<file path="config.mk">
export PLATFORM = sky130hd
export DESIGN_NAME = mem_bus_arbiter_flat
export DESIGN_NICKNAME = d
export VERILOG_FILES = /design/src/rtl/mem_bus_arbiter_if.sv /design/src/rtl/mem_bus_arbiter.sv /design/src/flat_wrapper.sv
export SDC_FILE = /design/constraint.sdc
export NUM_CORES = 1
export LEC_CHECK = 0
export BUFFER_PORTS_ARGS = -buffer_cell sky130_fd_sc_hd__buf_4
export CORE_AREA = 8 8 147 149
export DETAILED_ROUTE_END_ITERATION = 10
export DIE_AREA = 0 0 155 157
export PLACE_DENSITY = 0.7
export SETUP_SLACK_MARGIN = 0.02
export SKIP_CTS_REPAIR_TIMING = 1
export SLEW_MARGIN = 20
export SYNTH_ARGS = -nofsm -noshare
export SYNTH_HDL_FRONTEND = slang
export SYNTH_SLANG_ARGS = --single-unit
</file>
<file path="constraint.sdc">
create_clock -name clk -period 1.6 [get_ports clk]
set_input_delay 0.16 -clock clk [delete_from_list [all_inputs] [get_ports clk]]
set_output_delay 0.16 -clock clk [all_outputs]
set_load 0.01 [all_outputs]
</file>
<file path="src/rtl/mem_bus_arbiter_if.sv">
// mem_bus_arbiter_if: requester-side and shared-bus signals of the memory arbiter
interface mem_bus_arbiter_if;
  logic        inst_req;
  logic [31:0] inst_addr;
  logic [31:0] inst_rdata;
  logic        inst_done;
  logic        inst_stall;
  logic        data_req;
  logic        data_wr;
  logic [1:0]  data_size;
  logic [31:0] data_addr;
  logic [3:0]  data_wstrb;
  logic [31:0] data_wdata;
  logic [31:0] data_rdata;
  logic        data_done;
  logic        data_stall;
  logic        bus_req;
  logic        bus_wr;
  logic [1:0]  bus_size;
  logic [31:0] bus_addr;
  logic [3:0]  bus_wstrb;
  logic [31:0] bus_wdata;
  logic        bus_addr_ok;
  logic        bus_data_ok;
  logic [31:0] bus_rdata;
  modport master (
    input  inst_req, inst_addr, data_req, data_wr, data_size, data_addr, data_wstrb, data_wdata,
           bus_addr_ok, bus_data_ok, bus_rdata,
    output inst_rdata, inst_done, inst_stall, data_rdata, data_done, data_stall,
           bus_req, bus_wr, bus_size, bus_addr, bus_wstrb, bus_wdata
  );
  modport slave (
    output inst_req, inst_addr, data_req, data_wr, data_size, data_addr, data_wstrb, data_wdata,
           bus_addr_ok, bus_data_ok, bus_rdata,
    input  inst_rdata, inst_done, inst_stall, data_rdata, data_done, data_stall,
           bus_req, bus_wr, bus_size, bus_addr, bus_wstrb, bus_wdata
  );
endinterface

</file>
<file path="src/rtl/mem_bus_arbiter.sv">
// mem_bus_arbiter: single-outstanding arbiter of fetch and data requesters onto one req/addr_ok/data_ok bus
module mem_bus_arbiter #(
  parameter logic PRIO_DATA = 1'b1
) (
  input logic             clk,
  input logic             resetn,
  mem_bus_arbiter_if.master mb
);
  typedef enum logic [1:0] {IDLE, ADDR, DATA, RESP} state_t;
  state_t state;
  logic   last_data;
  logic   gnt_data;
  logic   pick_data;
  // a tie goes to data under fixed priority, otherwise to the side not granted last
  assign pick_data = mb.data_req & (~mb.inst_req | PRIO_DATA | ~last_data);
  assign mb.inst_stall = mb.inst_req & ~mb.inst_done;
  assign mb.data_stall = mb.data_req & ~mb.data_done;
  always_ff @(posedge clk or negedge resetn)
    if (!resetn) begin
      state         <= IDLE;
      last_data     <= 1'b0;
      gnt_data      <= 1'b0;
      mb.bus_req    <= 1'b0;
      mb.bus_wr     <= 1'b0;
      mb.bus_size   <= 2'b00;
      mb.bus_addr   <= 32'h0;
      mb.bus_wstrb  <= 4'h0;
      mb.bus_wdata  <= 32'h0;
      mb.inst_rdata <= 32'h0;
      mb.data_rdata <= 32'h0;
      mb.inst_done  <= 1'b0;
      mb.data_done  <= 1'b0;
    end else begin
      mb.inst_done <= 1'b0;
      mb.data_done <= 1'b0;
      case (state)
        IDLE: if (mb.inst_req | mb.data_req) begin
          state        <= ADDR;
          gnt_data     <= pick_data;
          last_data    <= pick_data;
          mb.bus_req   <= 1'b1;
          mb.bus_wr    <= pick_data & mb.data_wr;
          mb.bus_size  <= pick_data ? mb.data_size : 2'b10;
          mb.bus_addr  <= pick_data ? mb.data_addr : mb.inst_addr;
          mb.bus_wstrb <= (pick_data & mb.data_wr) ? mb.data_wstrb : 4'h0;
          mb.bus_wdata <= pick_data ? mb.data_wdata : 32'h0;
        end
        ADDR: if (mb.bus_addr_ok) begin
          state      <= DATA;
          mb.bus_req <= 1'b0;
        end
        DATA: if (mb.bus_data_ok) begin
          state <= RESP;
          if (gnt_data) begin
            mb.data_rdata <= mb.bus_rdata;
            mb.data_done  <= 1'b1;
          end else begin
            mb.inst_rdata <= mb.bus_rdata;
            mb.inst_done  <= 1'b1;
          end
        end
        default: state <= IDLE;
      endcase
    end
endmodule

</file>
<file path="src/flat_wrapper.sv">
// flat-port wrapper written by rule: the top's interface ports become plain ports
module mem_bus_arbiter_flat 
#(
  parameter logic PRIO_DATA = 1'b1
)
  (clk, resetn, mb_inst_req, mb_inst_addr, mb_data_req, mb_data_wr, mb_data_size, mb_data_addr, mb_data_wstrb, mb_data_wdata, mb_bus_addr_ok, mb_bus_data_ok, mb_bus_rdata, mb_inst_rdata, mb_inst_done, mb_inst_stall, mb_data_rdata, mb_data_done, mb_data_stall, mb_bus_req, mb_bus_wr, mb_bus_size, mb_bus_addr, mb_bus_wstrb, mb_bus_wdata);
  mem_bus_arbiter_if mb_i ();
  input logic clk;
  input logic resetn;
  input wire logic [$bits(mb_i.inst_req)-1:0] mb_inst_req;
  input wire logic [$bits(mb_i.inst_addr)-1:0] mb_inst_addr;
  input wire logic [$bits(mb_i.data_req)-1:0] mb_data_req;
  input wire logic [$bits(mb_i.data_wr)-1:0] mb_data_wr;
  input wire logic [$bits(mb_i.data_size)-1:0] mb_data_size;
  input wire logic [$bits(mb_i.data_addr)-1:0] mb_data_addr;
  input wire logic [$bits(mb_i.data_wstrb)-1:0] mb_data_wstrb;
  input wire logic [$bits(mb_i.data_wdata)-1:0] mb_data_wdata;
  input wire logic [$bits(mb_i.bus_addr_ok)-1:0] mb_bus_addr_ok;
  input wire logic [$bits(mb_i.bus_data_ok)-1:0] mb_bus_data_ok;
  input wire logic [$bits(mb_i.bus_rdata)-1:0] mb_bus_rdata;
  output wire logic [$bits(mb_i.inst_rdata)-1:0] mb_inst_rdata;
  output wire logic [$bits(mb_i.inst_done)-1:0] mb_inst_done;
  output wire logic [$bits(mb_i.inst_stall)-1:0] mb_inst_stall;
  output wire logic [$bits(mb_i.data_rdata)-1:0] mb_data_rdata;
  output wire logic [$bits(mb_i.data_done)-1:0] mb_data_done;
  output wire logic [$bits(mb_i.data_stall)-1:0] mb_data_stall;
  output wire logic [$bits(mb_i.bus_req)-1:0] mb_bus_req;
  output wire logic [$bits(mb_i.bus_wr)-1:0] mb_bus_wr;
  output wire logic [$bits(mb_i.bus_size)-1:0] mb_bus_size;
  output wire logic [$bits(mb_i.bus_addr)-1:0] mb_bus_addr;
  output wire logic [$bits(mb_i.bus_wstrb)-1:0] mb_bus_wstrb;
  output wire logic [$bits(mb_i.bus_wdata)-1:0] mb_bus_wdata;
  assign mb_i.inst_req = mb_inst_req;
  assign mb_i.inst_addr = mb_inst_addr;
  assign mb_i.data_req = mb_data_req;
  assign mb_i.data_wr = mb_data_wr;
  assign mb_i.data_size = mb_data_size;
  assign mb_i.data_addr = mb_data_addr;
  assign mb_i.data_wstrb = mb_data_wstrb;
  assign mb_i.data_wdata = mb_data_wdata;
  assign mb_i.bus_addr_ok = mb_bus_addr_ok;
  assign mb_i.bus_data_ok = mb_bus_data_ok;
  assign mb_i.bus_rdata = mb_bus_rdata;
  assign mb_inst_rdata = mb_i.inst_rdata;
  assign mb_inst_done = mb_i.inst_done;
  assign mb_inst_stall = mb_i.inst_stall;
  assign mb_data_rdata = mb_i.data_rdata;
  assign mb_data_done = mb_i.data_done;
  assign mb_data_stall = mb_i.data_stall;
  assign mb_bus_req = mb_i.bus_req;
  assign mb_bus_wr = mb_i.bus_wr;
  assign mb_bus_size = mb_i.bus_size;
  assign mb_bus_addr = mb_i.bus_addr;
  assign mb_bus_wstrb = mb_i.bus_wstrb;
  assign mb_bus_wdata = mb_i.bus_wdata;
  mem_bus_arbiter #(.PRIO_DATA(PRIO_DATA)) u_core (.clk(clk), .resetn(resetn), .mb(mb_i));
endmodule
</file>
Word level (Yosys, flattened, before mapping):

Cells that the tools add are included.

* flip-flop bits (word level): 141
* bits of input ports: 141
* output and inout bits: 140

* eq/ne operators: 5
* muxes and demuxes: 17
* bitwise logic cells: 7
* reduce and logical (&&, ||, !) cells: 7

Operators with widths (number)
* 32-bit two-way mux: 2
* 3-bit AND reduction: 4
* 1-bit two-way mux: 8
* 2-bit two-way mux: 4
* 2-bit case mux with 3 select lines: 1
* 4-bit two-way mux: 1
* 2-bit inequality test, second input constant: 2
* 1-bit bitwise AND: 3
* 1-bit inverter: 3
* 2-bit by 1-bit == test with 1-bit output, second input constant: 1
* 2-bit == test, second input constant: 1
* 2-bit logical NOT: 1
* 2-bit by 1-bit inequality test with 1-bit output, second input constant: 1
* 1-bit case mux with 2 select lines: 1
* 2-bit AND reduction: 1
* 2-bit nonzero test: 1
* 1-bit OR: 1

Longest topological paths before layout:

Gate-level depths: netlist of run 1.

* depth in word-level cells: 3
* gate-level depth with buffers: 8
* gate-level depth less buffers: 5

Least setup slack after synthesis of run 1:

No wires, ideal clock.

* kind: reg2reg
* start point: reg u_core.state[0]
* end point: reg u_core.mb.inst_rdata[10]
* data arrival time: 1.404 ns
* data required time: 1.475 ns
* path slack: 0.071 ns
* stages on the path, launching flop included: 6
* buffers on the path: 1
* period minus slack after synthesis: 1.529 ns
* cell sequence: dfrtp_1 > inv_1 > ha_1 > nand3b_2 > buf_2 > mux2_2

* word-level cells in the longest chain between the ends: 2

RTL lines
* start: declaration: line mem_bus_arbiter.sv:10 `state_t state;`
* start signal: assignment: line mem_bus_arbiter.sv:20 `state <= IDLE;`
* start signal: assignment: line mem_bus_arbiter.sv:38 `state <= ADDR;`
* start signal: assignment: line mem_bus_arbiter.sv:49 `state <= DATA;`
* 2-bit == test: line mem_bus_arbiter.sv:36 `case (state)`
* 3-bit AND reduction (no line)
* end signal: assignment: line mem_bus_arbiter.sv:58 `mb.inst_rdata <= mb.bus_rdata;`
* end: declaration: line mem_bus_arbiter_if.sv:29 `output inst_rdata, inst_done, inst_stall, data_rdata, data_done, data_stall,`

No other way between the ends.
A chain may end at the register's enable or synchronous reset.

Final worst setup path of run 1:

* start point: reg u_core.state[1]
* end point: reg u_core.state[1]

* word-level cells in the longest chain between the ends: 3

RTL lines (line)
* 2-bit == test (tied with other cells): mem_bus_arbiter.sv:36
* 2-bit inequality test (no line) / 2-bit by 1-bit inequality test with 1-bit output (equally long branches)
* 3-bit AND reduction (no line)

Parallel ways exist; a longest one is shown, timed or not.

==> results summary, run 1 <==
The final-report setup violation count is 0. The post-route fraction of the period consumed by the critical path came out at 96.2%. The final HPWL from detailed placement came out at 13.3 mm.

The part of the power in the clock network is 22.6%. The detail-routed net length per standard cell is 17.0 µm. In this run the count of I/O pins placed on the die edge is 281. In this run the critical register-to-register path is launched from u_core.state[1].

The first-pass iteration count of the detailed router came out at 4. The die outline width is 155 µm. The largest fanout on the critical path is 4. The most used flip-flop cell after synthesis is sky130_fd_sc_hd__dfrtp_1. The net count after synthesis is 614. The total clock buffers created by CTS came out at 17. Dividing total power by cell area gives a power density of 1860 nW/µm². The fraction of layout cells with a size suffix above 1 came out at 48.3%. The sequential element share of the synthesized area came out at 61.9%. The clock-pin transition on the worst setup and hold timing paths came out at 0.06 ns. Final hold analysis gives a worst-case slack of -0.0125 ns. The number of cells traversed by the worst register-to-register path came out at 5. By area the synthesized netlist is led by sky130_fd_sc_hd__dfrtp_1 (62%), sky130_fd_sc_hd__mux2_2 (13%), sky130_fd_sc_hd__nand2_1 (6.9%). The startpoint identified for the worst hold timing path is mb_data_wdata[21]. In the post-route analysis, the smallest setup slack over all paths is 0.0601 ns.

The largest total area in the synthesized netlist belongs to sky130_fd_sc_hd__dfrtp_1. Yosys printed 0 warnings. The number of nets in the layout came out at 966. Walking the worst path, the cells encountered are inv_1, ha_1, nor2b_1, a221o_1, mux2_1. The number of design rule violations left after detail routing came out at 0. Using the TritonRoute via totals, the vias-per-cell ratio works out to 4.37. The path class of the tightest hold or removal check is input pin to flop. The starting utilization of the core area is 29.7%. Global routing finished with a remaining overflow of 0. The final reports fail on hold timing. The leakage power of the design came out at 4.83 nW.

The hold violation count in the final report is 2. The tree is rooted in a sky130_fd_sc_hd__clkbuf_16. The chip height is 157 µm. For this run, the top clock speed supported by timing is 649 MHz.

The final critical delay including setup and external delays came out at 1.54 ns. The design draws 17.7 mW. Counting instances, the worst hold path has a depth of 3. The via count came out at 4793.

The internal portion of the total power is 11.7 mW. The maximum resistive drop on vdd is 0.748 mV. The post-synthesis instance total is 468. The violation count after the first detailed-route iteration is 98.

The wire length reported by the detailed router is 18.6 mm. The largest incremental delay on the critical path came out at 0.38 ns. Between clock sinks in the finished design, the worst skew comes to 0.00887 ns.

The repair_antennas step left the layout with diodes totalling 0. The floorplan has 51 rows. The proportion of register bits with asynchronous set or reset after synthesis is 100%.

The buffer depth of the longest clock path is 2. Entering global routing, the biggest net connects 49 pins. Relative to the synthesized area, the layout overhead comes to 66.8%. The number of distinct library cells after synthesis came out at 24.

The total die area came out at 24300 µm². The floorplan core area is 19200 µm². The per-instance average area after synthesis is 12.2 µm². The deepest level of the CTS H-tree is 4. The net switching component of the power came out at 5.98 mW.

The number of input and output port buffers inserted came out at 280. The number of pins with negative max-slew slack in the final report was 0. The number of global-route vias before repair is 4909. The most common cell in the synthesized netlist is sky130_fd_sc_hd__dfrtp_1.

The global-route wire length before repair came out at 26.8 mm. The initial antenna violation count came out at 0. The switching power share of the total came out at 33.8%. Clock latency on the worst-skew pair, taken at its later pin, is 0.41 ns. In this run the cell area of the synthesized design comes to 5700 µm². For flop-to-flop paths, the worst setup slack is 0.06 ns. The worst slack at placement is -0.0201 ns.

By startpoint and endpoint, the worst setup path is classified as flop to flop. The cell at the slowest stage of the critical path is sky130_fd_sc_hd__dfrtp_1. The count of buffer and inverter cells on the critical path came out at 1.

The critical path depth came out at 5. The worst setup path is captured at a flop. Per report_power, the sequential group accounts for 35.2% of the total. The number of flip-flops and latches in the synthesized netlist came out at 141. In this run, synthesis inferred 0 flip-flops with an integrated enable. The tightest slew margin relative to the limit is 74.1%. Setup repair after global routing could not meet its margin everywhere.

For hold timing, the worst endpoint is u_core.mb.bus_wdata[21]. The area fraction of the dominant cell type after synthesis came out at 61.9%. Routability-driven placement finished with a final weighted congestion of 0.784. The pin slew with the least headroom to its limit came out at 0.388 ns. Across every metal layer, demand over resource in global routing totals 14.2%. The worst setup path is launched from a flop. Broken down by cell family, the worst path's largest delay share belongs to flip-flops. The count of nets left with antenna violations once routing finished came out at 0. Of the total power, combinational logic draws 42.1%. In the synthesized netlist, the cells that appear most often are sky130_fd_sc_hd__dfrtp_1 (141), sky130_fd_sc_hd__nand2_1 (105), sky130_fd_sc_hd__mux2_2 (64), sky130_fd_sc_hd__o21ai_0 (34). The worst register-to-register path ends at u_core.state[1].

The clock drives 141 sinks. The TritonCTS clock tree is yes. The worst path required time is 1.89 ns. The run finished, with violations left. The number of max-cap violations is 0. The arrival time at the worst endpoint is 1.83 ns. Once layout is complete, the utilization of the core stands at 49.5%.
[metrics by stage]
step / hold WS [ns] / setup TNS [ns] / cell area [µm²] / instances
final: -0.0125 / 0 / 9500 / 1098
after CTS: -0.352 / -1.36 / 8800 / 1034
after global placement: 0.0922 / 0 / 8200 / 1002
after detailed placement: 0.0958 / -0.424 / 8200 / 1002
after floorplan: -0.136 / 0 / 5700 / 468
after global routing: 0.00332 / 0 / 9500 / 1098
[final cells by class]
| type | count | area [µm²] |
|---|---|---|
| clock buffer | 19 | 433 |
| sequential | 141 | 3530 |
| multi-input combinational | 293 | 2040 |
| fill | 1732 | 9700 |
| tap | 265 | 332 |
| clock inverter | 13 | 166 |
| timing repair buffer | 362 | 2980 |
| inverter | 5 | 18.8 |
[registers in the layout (all words and copies together), names as in the netlist]
| register | cells |
|---|---|
| u_core.gnt_data | 1 |
| u_core.mb.bus_addr | 32 |
| u_core.mb.bus_req | 1 |
| u_core.mb.bus_size | 2 |
| u_core.mb.bus_wdata | 32 |
| u_core.mb.bus_wr | 1 |
| u_core.mb.bus_wstrb | 4 |
| u_core.mb.data_done | 1 |
| u_core.mb.data_rdata | 32 |
| u_core.mb.inst_done | 1 |
| u_core.mb.inst_rdata | 32 |
| u_core.state | 2 |
[worst max-delay path by stage]
stage                               start                        to  slack, ns
after global routing      u_core.state[1]   u_core.mb.inst_rdata[3]       0.01
after CTS                 u_core.state[0]   u_core.mb.inst_rdata[5]      -0.04
after floorplan           u_core.state[0]  u_core.mb.inst_rdata[10]       0.07
after detailed placement  u_core.state[0]  u_core.mb.inst_rdata[31]      -0.02
after global placement    u_core.state[0]  u_core.mb.inst_rdata[17]       0.02
final                     u_core.state[1]           u_core.state[1]       0.06
[per-layer routing]
metal  track usage (%)  up-vias  part of all wire (%)
li1                  -     2301                     -
met2              24.4      145                    53
met4              3.83        0                  0.79
met1              16.1     2336                    39
met5                 0        -                     0
met3              5.59       11                   7.0
[kinds of logic (layout without fill, tap and decap cells)]
logic type	after synthesis	count (layout)	share of synthesized area (%)
adder cells (fa/ha/maj)	5	5	1.10
AO/OA/AOI/OAI	44	44	4.50
buffers and inverters	34	399	3.03
multiplexers	98	98	18.6
AND/OR/NAND/NOR	146	146	10.8
flip-flops	141	141	61.9
[placed cells by master, fill, tap and decap left out, types with 5 or more instances in the layout]
cell type                       netlist  routed
sky130_fd_sc_hd__dfrtp_1            141     141
sky130_fd_sc_hd__clkinvlp_4           0       5
sky130_fd_sc_hd__nand2_1            105     105
sky130_fd_sc_hd__clkbuf_16            0      19
sky130_fd_sc_hd__mux2_2              64      64
sky130_fd_sc_hd__buf_4                8     292
sky130_fd_sc_hd__buf_12               0       6
sky130_fd_sc_hd__mux2i_1             33      33
sky130_fd_sc_hd__nand3_1             33      33
sky130_fd_sc_hd__o21ai_0             34      34
sky130_fd_sc_hd__dlygate4sd3_1        0      61
[power groups by stage]
stage / Sequential (mW) / Clock, mW / Combinational [mW]
2_1_floorplan: 6.94 / 0 / 2.54
3_3_place_gp: 6.17 / 0 / 7.16
3_5_place_dp: 6.26 / 0 / 7.28
4_1_cts: 6.21 / 4.14 / 7.29
5_1_grt: 6.44 / 4.30 / 8.12
6_report: 6.24 / 4.01 / 7.45
[worst min-delay path: stages]
cell	delay (ns)
sky130_fd_sc_hd__buf_4	0.08
sky130_fd_sc_hd__nand3_1	0.06
sky130_fd_sc_hd__nand2_1	0.06
Note: power is estimated with default switching activity, not from simulation.
==> run 2, diff against run 1 <==
RECOVER_POWER = 25   (was not set)
==> run 2 against run 1 <==
Compared with the run above: the run still ends with hold timing left; cell area is 0.20% lower; die area stayed put; count of clock-buffer cells in the layout stayed put; sequential cell count stayed put; clock power hardly changed; clock skew is 0.00081 ns higher; sequential share of layout area is 0.073 points higher; first-iteration DRC count stayed put; non-clock buffer count stayed put; combinational power hardly changed; via count hardly changed; critical path type unchanged; largest cell class unchanged; largest power group unchanged.
==> results summary, run 2 (synthesized netlist as in run 1, its figures left out) <==
The run finished, with violations left. The final reports fail on hold timing. The routed layout has 4796 vias. The number of cells traversed by the worst register-to-register path came out at 5. After the last flow step, the layout net total stands at 966.

Setup repair after global routing could not meet its margin everywhere. At the later pin of the worst-skew pair, clock insertion delay measures 0.41 ns. The post-synthesis to final-layout area growth came out at 66.5%. IR analysis of the VDD net gives a maximum drop of 0.748 mV. The post-route fraction of the period consumed by the critical path is 96.2%.

The final standard cell area without fillers is 9490 µm². The critical hold path startpoint is mb_data_wdata[21]. The count of nets left with antenna violations once routing finished came out at 0.

The initial antenna violation count was 0. 0 antenna diodes ended up in the layout. The worst setup path is of the flop to flop kind. The worst setup slack after layout is 0.0601 ns. The number of pins with negative max-slew slack in the final report came out at 0.

Wires add up to 18.6 mm. The most common library cell in the layout ignoring fill and taps is sky130_fd_sc_hd__buf_4. The tree is rooted in a sky130_fd_sc_hd__clkbuf_16. For this run, design rule violations remaining after detail routing come to 0. After detailed routing, the average wire length per cell comes to 17.0 µm.

The standard-cell row count came out at 51. For this design the static power due to leakage is 4.83 nW. The combined global-route utilization of all metal layers is 14.2%. The largest fanout on the critical path came out at 4. The tightest slew margin relative to the limit is 31.2%. Global routing finished with a remaining overflow of 0.

The worst register-to-register path ends at u_core.state[1]. Timing would allow up to 649 MHz. The critical path ends at u_core.state[1]. The pin slew with the least headroom to its limit is 1.03 ns. The setup slack of the worst register-to-register path came out at 0.06 ns. The number of global-route vias before repair was 4909. The top cell types in the final layout, fill and taps aside, are sky130_fd_sc_hd__buf_4 (289), sky130_fd_sc_hd__dfrtp_1 (141), sky130_fd_sc_hd__nand2_1 (105), sky130_fd_sc_hd__mux2_2 (64), sky130_fd_sc_hd__dlygate4sd3_1 (61). The final HPWL from detailed placement came out at 13.3 mm. The TritonCTS clock tree is yes. The number of input and output port buffers inserted is 280. The post-placement cell area is 8200 µm². The clock net sink count came out at 141. In this run the deepest clock path goes through 2 buffers. STA classifies the critical path endpoint as a flop. The first global-routing pass estimated 26.8 mm of wire.

The startpoint of the worst register-to-register path is u_core.state[1]. The floorplan step defined a die boundary enclosing 24300 µm². The first-pass iteration count of the detailed router came out at 4. The cell count after placement is 1002.

The worst slack at placement came out at -0.0201 ns. The power per unit of standard cell area came out at 1860 nW/µm². The smallest clock period supported by the final layout is computed as 1.54 ns.

The tool flagged a number of max-cap violations equal to 0. The worst-case hold slack came out at -0.0136 ns. The beginning of the critical path is u_core.state[1]. The starting utilization of the core area is 29.7%. The hold violation count in the final report is 3. The final setup skew came out at 0.00968 ns.

The violation count after the first detailed-route iteration is 98. The clock-pin transition on the worst setup and hold timing paths came out at 0.06 ns. The average vias per placed instance is 4.37. The post-route setup TNS came out at 0 ns. The path class of the tightest hold or removal check is input pin to flop. Routability-driven placement finished with a final weighted congestion of 0.784. STA puts the critical path data required time at 1.89 ns. Setup violations remaining at the end of the flow were counted as 0. After layout, the design draws a total of 17.7 mW.

Data on the critical path arrives at its endpoint at 1.83 ns. The fraction of layout cells with a size suffix above 1 came out at 48.3%. The pin count of the biggest net entering global routing came out at 49. The deepest level of the CTS H-tree came out at 4. The floorplan core area is 19200 µm². STA classifies the critical path startpoint as a flop.

In this run the horizontal extent of the chip is 155 µm. The chip height came out at 157 µm. The final cell count without fillers is 1098. The total clock buffers created by CTS came out at 17.

281 I/O pins were placed.
run 2: where the power goes:
group	switching, mW	leakage (nW)	internal (mW)
sequential	0.954	1.73	5.28
combinational	3.48	2.82	3.96
clock	1.54	0.278	2.46
run 2: routing by layer:
layer  part of all wire [%]  wire length (µm)  GRT usage [%]
met5                      0                 0              0
met4                   0.83               155           3.83
met3                    7.0              1310           5.59
met2                     53              9810           24.4
met1                     39              7350           16.1
run 2: stage by stage:
stage	hold slack (ns)	util, %
final	-0.0136	49.4
after CTS	-0.352	45.8
after global placement	0.0922	42.7
after global routing	0.00332	49.4
after floorplan	-0.136	-
after detailed placement	0.0958	42.7
run 2: worst min path at each step:
stage                     slack (ns)  cells past startpoint                       to
final                          -0.01                      3  u_core.mb.bus_wdata[21]
after detailed placement         0.1                      1  u_core.mb.bus_wdata[14]
after floorplan                -0.14                      0          u_core.gnt_data
after CTS                      -0.35                      1  u_core.mb.bus_wdata[14]
after global routing           0.003                      3  u_core.mb.bus_wdata[30]
after global placement          0.09                      1  u_core.mb.bus_wdata[14]
run 2: cell type report:
class / count / area [µm²]
inverters: 5 / 18.8
clock buffers: 19 / 433
flip-flops and latches: 141 / 3530
fillers: 1734 / 9720
well taps: 265 / 332
multi-input cells: 293 / 2040
repair buffers: 362 / 2970
clock inverters: 13 / 166
run 2: worst max-delay path, cell delays in order, from the launching register on:
cell and delay [ns]:
sky130_fd_sc_hd__dfrtp_1 0.38, sky130_fd_sc_hd__inv_1 0.09, sky130_fd_sc_hd__ha_1 0.19, sky130_fd_sc_hd__nor2b_1 0.15
sky130_fd_sc_hd__a221o_1 0.29, sky130_fd_sc_hd__mux2_1 0.32
==> run 3, diff against run 2 <==
CELL_PAD_IN_SITES_DETAIL_PLACEMENT = 2   (was not set)
CELL_PAD_IN_SITES_GLOBAL_PLACEMENT = 2   (was not set)
CORE_AREA = 8 8 160 162   (was 8 8 147 149)
DIE_AREA = 0 0 168 170   (was 0 0 155 157)
PLACE_DENSITY = 0.88   (was 0.7)
==> run 3 against run 2 <==
Compared with the run above: the run ends with hold timing, setup timing left; cell count up 2.6%; power up 6.6%; sequential share of layout area down 0.44 points; register-to-register slack worse by 0.08 ns; critical path depth up 1; non-clock buffer count up 4; maximum frequency down 5.0%; die area up 17%; count of clock-buffer cells in the layout up 3; largest power group unchanged; highest routed layer unchanged.
==> results summary, run 3 (synthesized netlist as in run 1, its figures left out) <==
The flow ran to the end, but the final reports show violations. The checks that failed: hold timing, setup timing. The tightest min-delay check is of the input pin to flop type. The number of design rule violations left after detail routing is 0. The clock-pin transition on the worst setup and hold timing paths is 0.07 ns. The share of the core filled with cells in the final layout is 41.7%.

The first-pass iteration count of the detailed router came out at 4. The worst slack at placement came out at -0.0896 ns. STA classifies the critical path startpoint as a flop.

The number of global-route vias before repair is 5643. Clock tree synthesis selected as its root buffer the cell sky130_fd_sc_hd__clkbuf_16. The global-route wire length before repair is 33.1 mm. Registers take 3530 µm². Of the cells placed in the final design, the portion with a size suffix greater than 1 is 49.0%. The library cell used most frequently in the layout, excluding fill and tap cells, is sky130_fd_sc_hd__buf_4. VDD sags by at most 0.681 mV. The core region is 23100 µm².

In this run the remaining antenna-violating nets after routing total 0. The routed design could run at a clock period as short as 1.62 ns. The total clock buffers created by CTS is 17. The final-report setup violation count is 20. The worst pin sits at a relative slew slack of 31.9%. The signal on the critical path passes through inv_2, ha_4, buf_4, nand3_4, buf_12, mux2_2.

Clock skew on the completed layout was measured at 0.00985 ns. Dividing total power by cell area gives a power density of 1960 nW/µm². The cell depth of the worst min-delay path is 3. The die outline width is 168 µm. The hold violation count in the final report came out at 5. Setup repair after global routing could not meet its margin everywhere. The combined global-route utilization of all metal layers is 15.1%.

The number of max-cap violations came out at 0. The element type at the critical path end is a flop. The highest clock rate came out at 617 MHz. Broken down by cell family, the worst path's largest delay share belongs to flip-flops. Routability-driven placement finished with a final weighted congestion of 0.720. The count of buffer and inverter cells on the critical path is 3. In the layout the commonest cells are sky130_fd_sc_hd__buf_4 (295), sky130_fd_sc_hd__dfrtp_1 (140), sky130_fd_sc_hd__nand2_1 (105), sky130_fd_sc_hd__mux2_2 (63), sky130_fd_sc_hd__dlygate4sd3_1 (60). The cell count after placement is 1029. The final HPWL from detailed placement came out at 16.6 mm. The worst setup slack after layout came out at -0.0213 ns. The worst path required time is 1.90 ns. The final cell count without fillers came out at 1127. The critical path depth came out at 6.

The worst-case hold slack came out at -0.0218 ns. The area used by multi-input combinational logic is 2050 µm². The clock tree synthesis step divided the H-tree into 4 levels. The number of cells traversed by the worst register-to-register path is 6.

In this run, the number of DRC markers left after iteration 0 of detailed routing was 167. The via count is 5056. From bottom edge to top edge, the die measures 170 µm. The final layout contains 970 nets. The standard-cell row count came out at 56. Pin placement for this block handled 281 I/O pins. The layout has 2384 filler cells. The wire length reported by the detailed router came out at 24.7 mm. The floorplan step defined a die boundary enclosing 28600 µm². The post-route fraction of the period consumed by the critical path came out at 101%. The TritonCTS clock tree is yes. In the routed layout, each cell is associated on average with a via count of 4.49.

The number of input and output port buffers inserted is 280. The clock net sink count is 141. The initial antenna violation count is 1.

For this run, the slowest stage of the critical path takes 0.42 ns. The starting utilization of the core area came out at 24.7%. Along the worst path, the maximum fanout reaches 14. The buffer depth of the longest clock path came out at 2. Compared with the post-synthesis result, the final layout area differs by 68.5%. The kind of critical path is flop to flop. The pin count of the biggest net entering global routing came out at 60. For this design, the slowest cell found on the critical path is sky130_fd_sc_hd__dfrtp_1.

The insertion delay to the later sink of the worst-skew pair came out at 0.42 ns. After global routing the overflow that remains totals 0. For the pin with the worst max-slew slack, the measured transition is 1.02 ns.

The number of pins with negative max-slew slack in the final report is 0. The leakage power of the design came out at 4.87 nW. The detail-routed net length per standard cell came out at 22.0 µm. Setup slack on the worst reg-to-reg path comes out at -0.02 ns. For the worst setup path, the data arrival time is 1.92 ns.
## run 3: changes by cell type in the layout (fill, tap and decap cells not counted), moves of 2 or more
cell                         change
sky130_fd_sc_hd__clkbuf_2        -3
sky130_fd_sc_hd__clkinvlp_4      -3
sky130_fd_sc_hd__bufinv_16       +2
sky130_fd_sc_hd__clkinv_2        -2
sky130_fd_sc_hd__buf_4           +6
sky130_fd_sc_hd__mux2_4          +2
sky130_fd_sc_hd__clkbuf_8        +2
sky130_fd_sc_hd__buf_6           +4
## run 3: routing by layer
layer	track usage, %	vias up	routed length, µm
li1	-	2300	-
met1	15.4	2562	8640
met2	27.6	165	13900
met3	5.86	29	1730
met4	5.71	0	518
met5	0	-	0
## run 3: path summary, 6_finish.rpt
path / to / from
max reg2reg: u_core.mb.data_rdata[19] / u_core.state[0]
max: u_core.mb.data_rdata[19] / u_core.state[0]
max in group asynchronous: u_core.mb.data_rdata[3] / resetn
min: u_core.mb.bus_wdata[1] / mb_data_wdata[1]
min in group asynchronous: u_core.mb.bus_addr[0] / resetn
min reg2reg: u_core.mb.bus_wdata[18] / u_core.mb.bus_wdata[18]
## run 3: layout make-up
| cell class | instances | area share (%) |
|---|---|---|
| multi-input cells | 293 | 21.4 |
| flip-flops and latches | 141 | 36.8 |
| repair buffers | 366 | 31.1 |
| diodes | 1 | 0.0261 |
| clock buffers | 22 | 4.83 |
| inverters | 5 | 0.195 |
| well taps | 290 | 3.78 |
| clock inverters | 9 | 1.90 |
## run 3: worst min-delay path: stages
cell and delay [ns]:
sky130_fd_sc_hd__buf_4 0.08, sky130_fd_sc_hd__nand3_1 0.06, sky130_fd_sc_hd__nand2_1 0.06
## run 3: power breakdown
group / total [mW] / leakage [nW] / internal, mW / switching [mW]
Clock: 4.49 / 0.307 / 2.86 / 1.63
Combinational: 7.99 / 2.83 / 4.08 / 3.91
Sequential: 6.38 / 1.73 / 5.29 / 1.09
Total: 18.9 / 4.87 / 12.2 / 6.63
## run 3: per-stage QoR
step                      hold slack, ns  power, mW  setup TNS, ns  area, µm²
final                            -0.0218       18.9         -0.195       9600
after global routing             -0.0166       20.0          -1.26       9600
after CTS                         -0.354       18.5          -2.52       8900
after detailed placement           0.109       13.9         -0.976       8260
after global placement             0.104       13.5              0       8260
after floorplan                   -0.136       9.48              0       5700
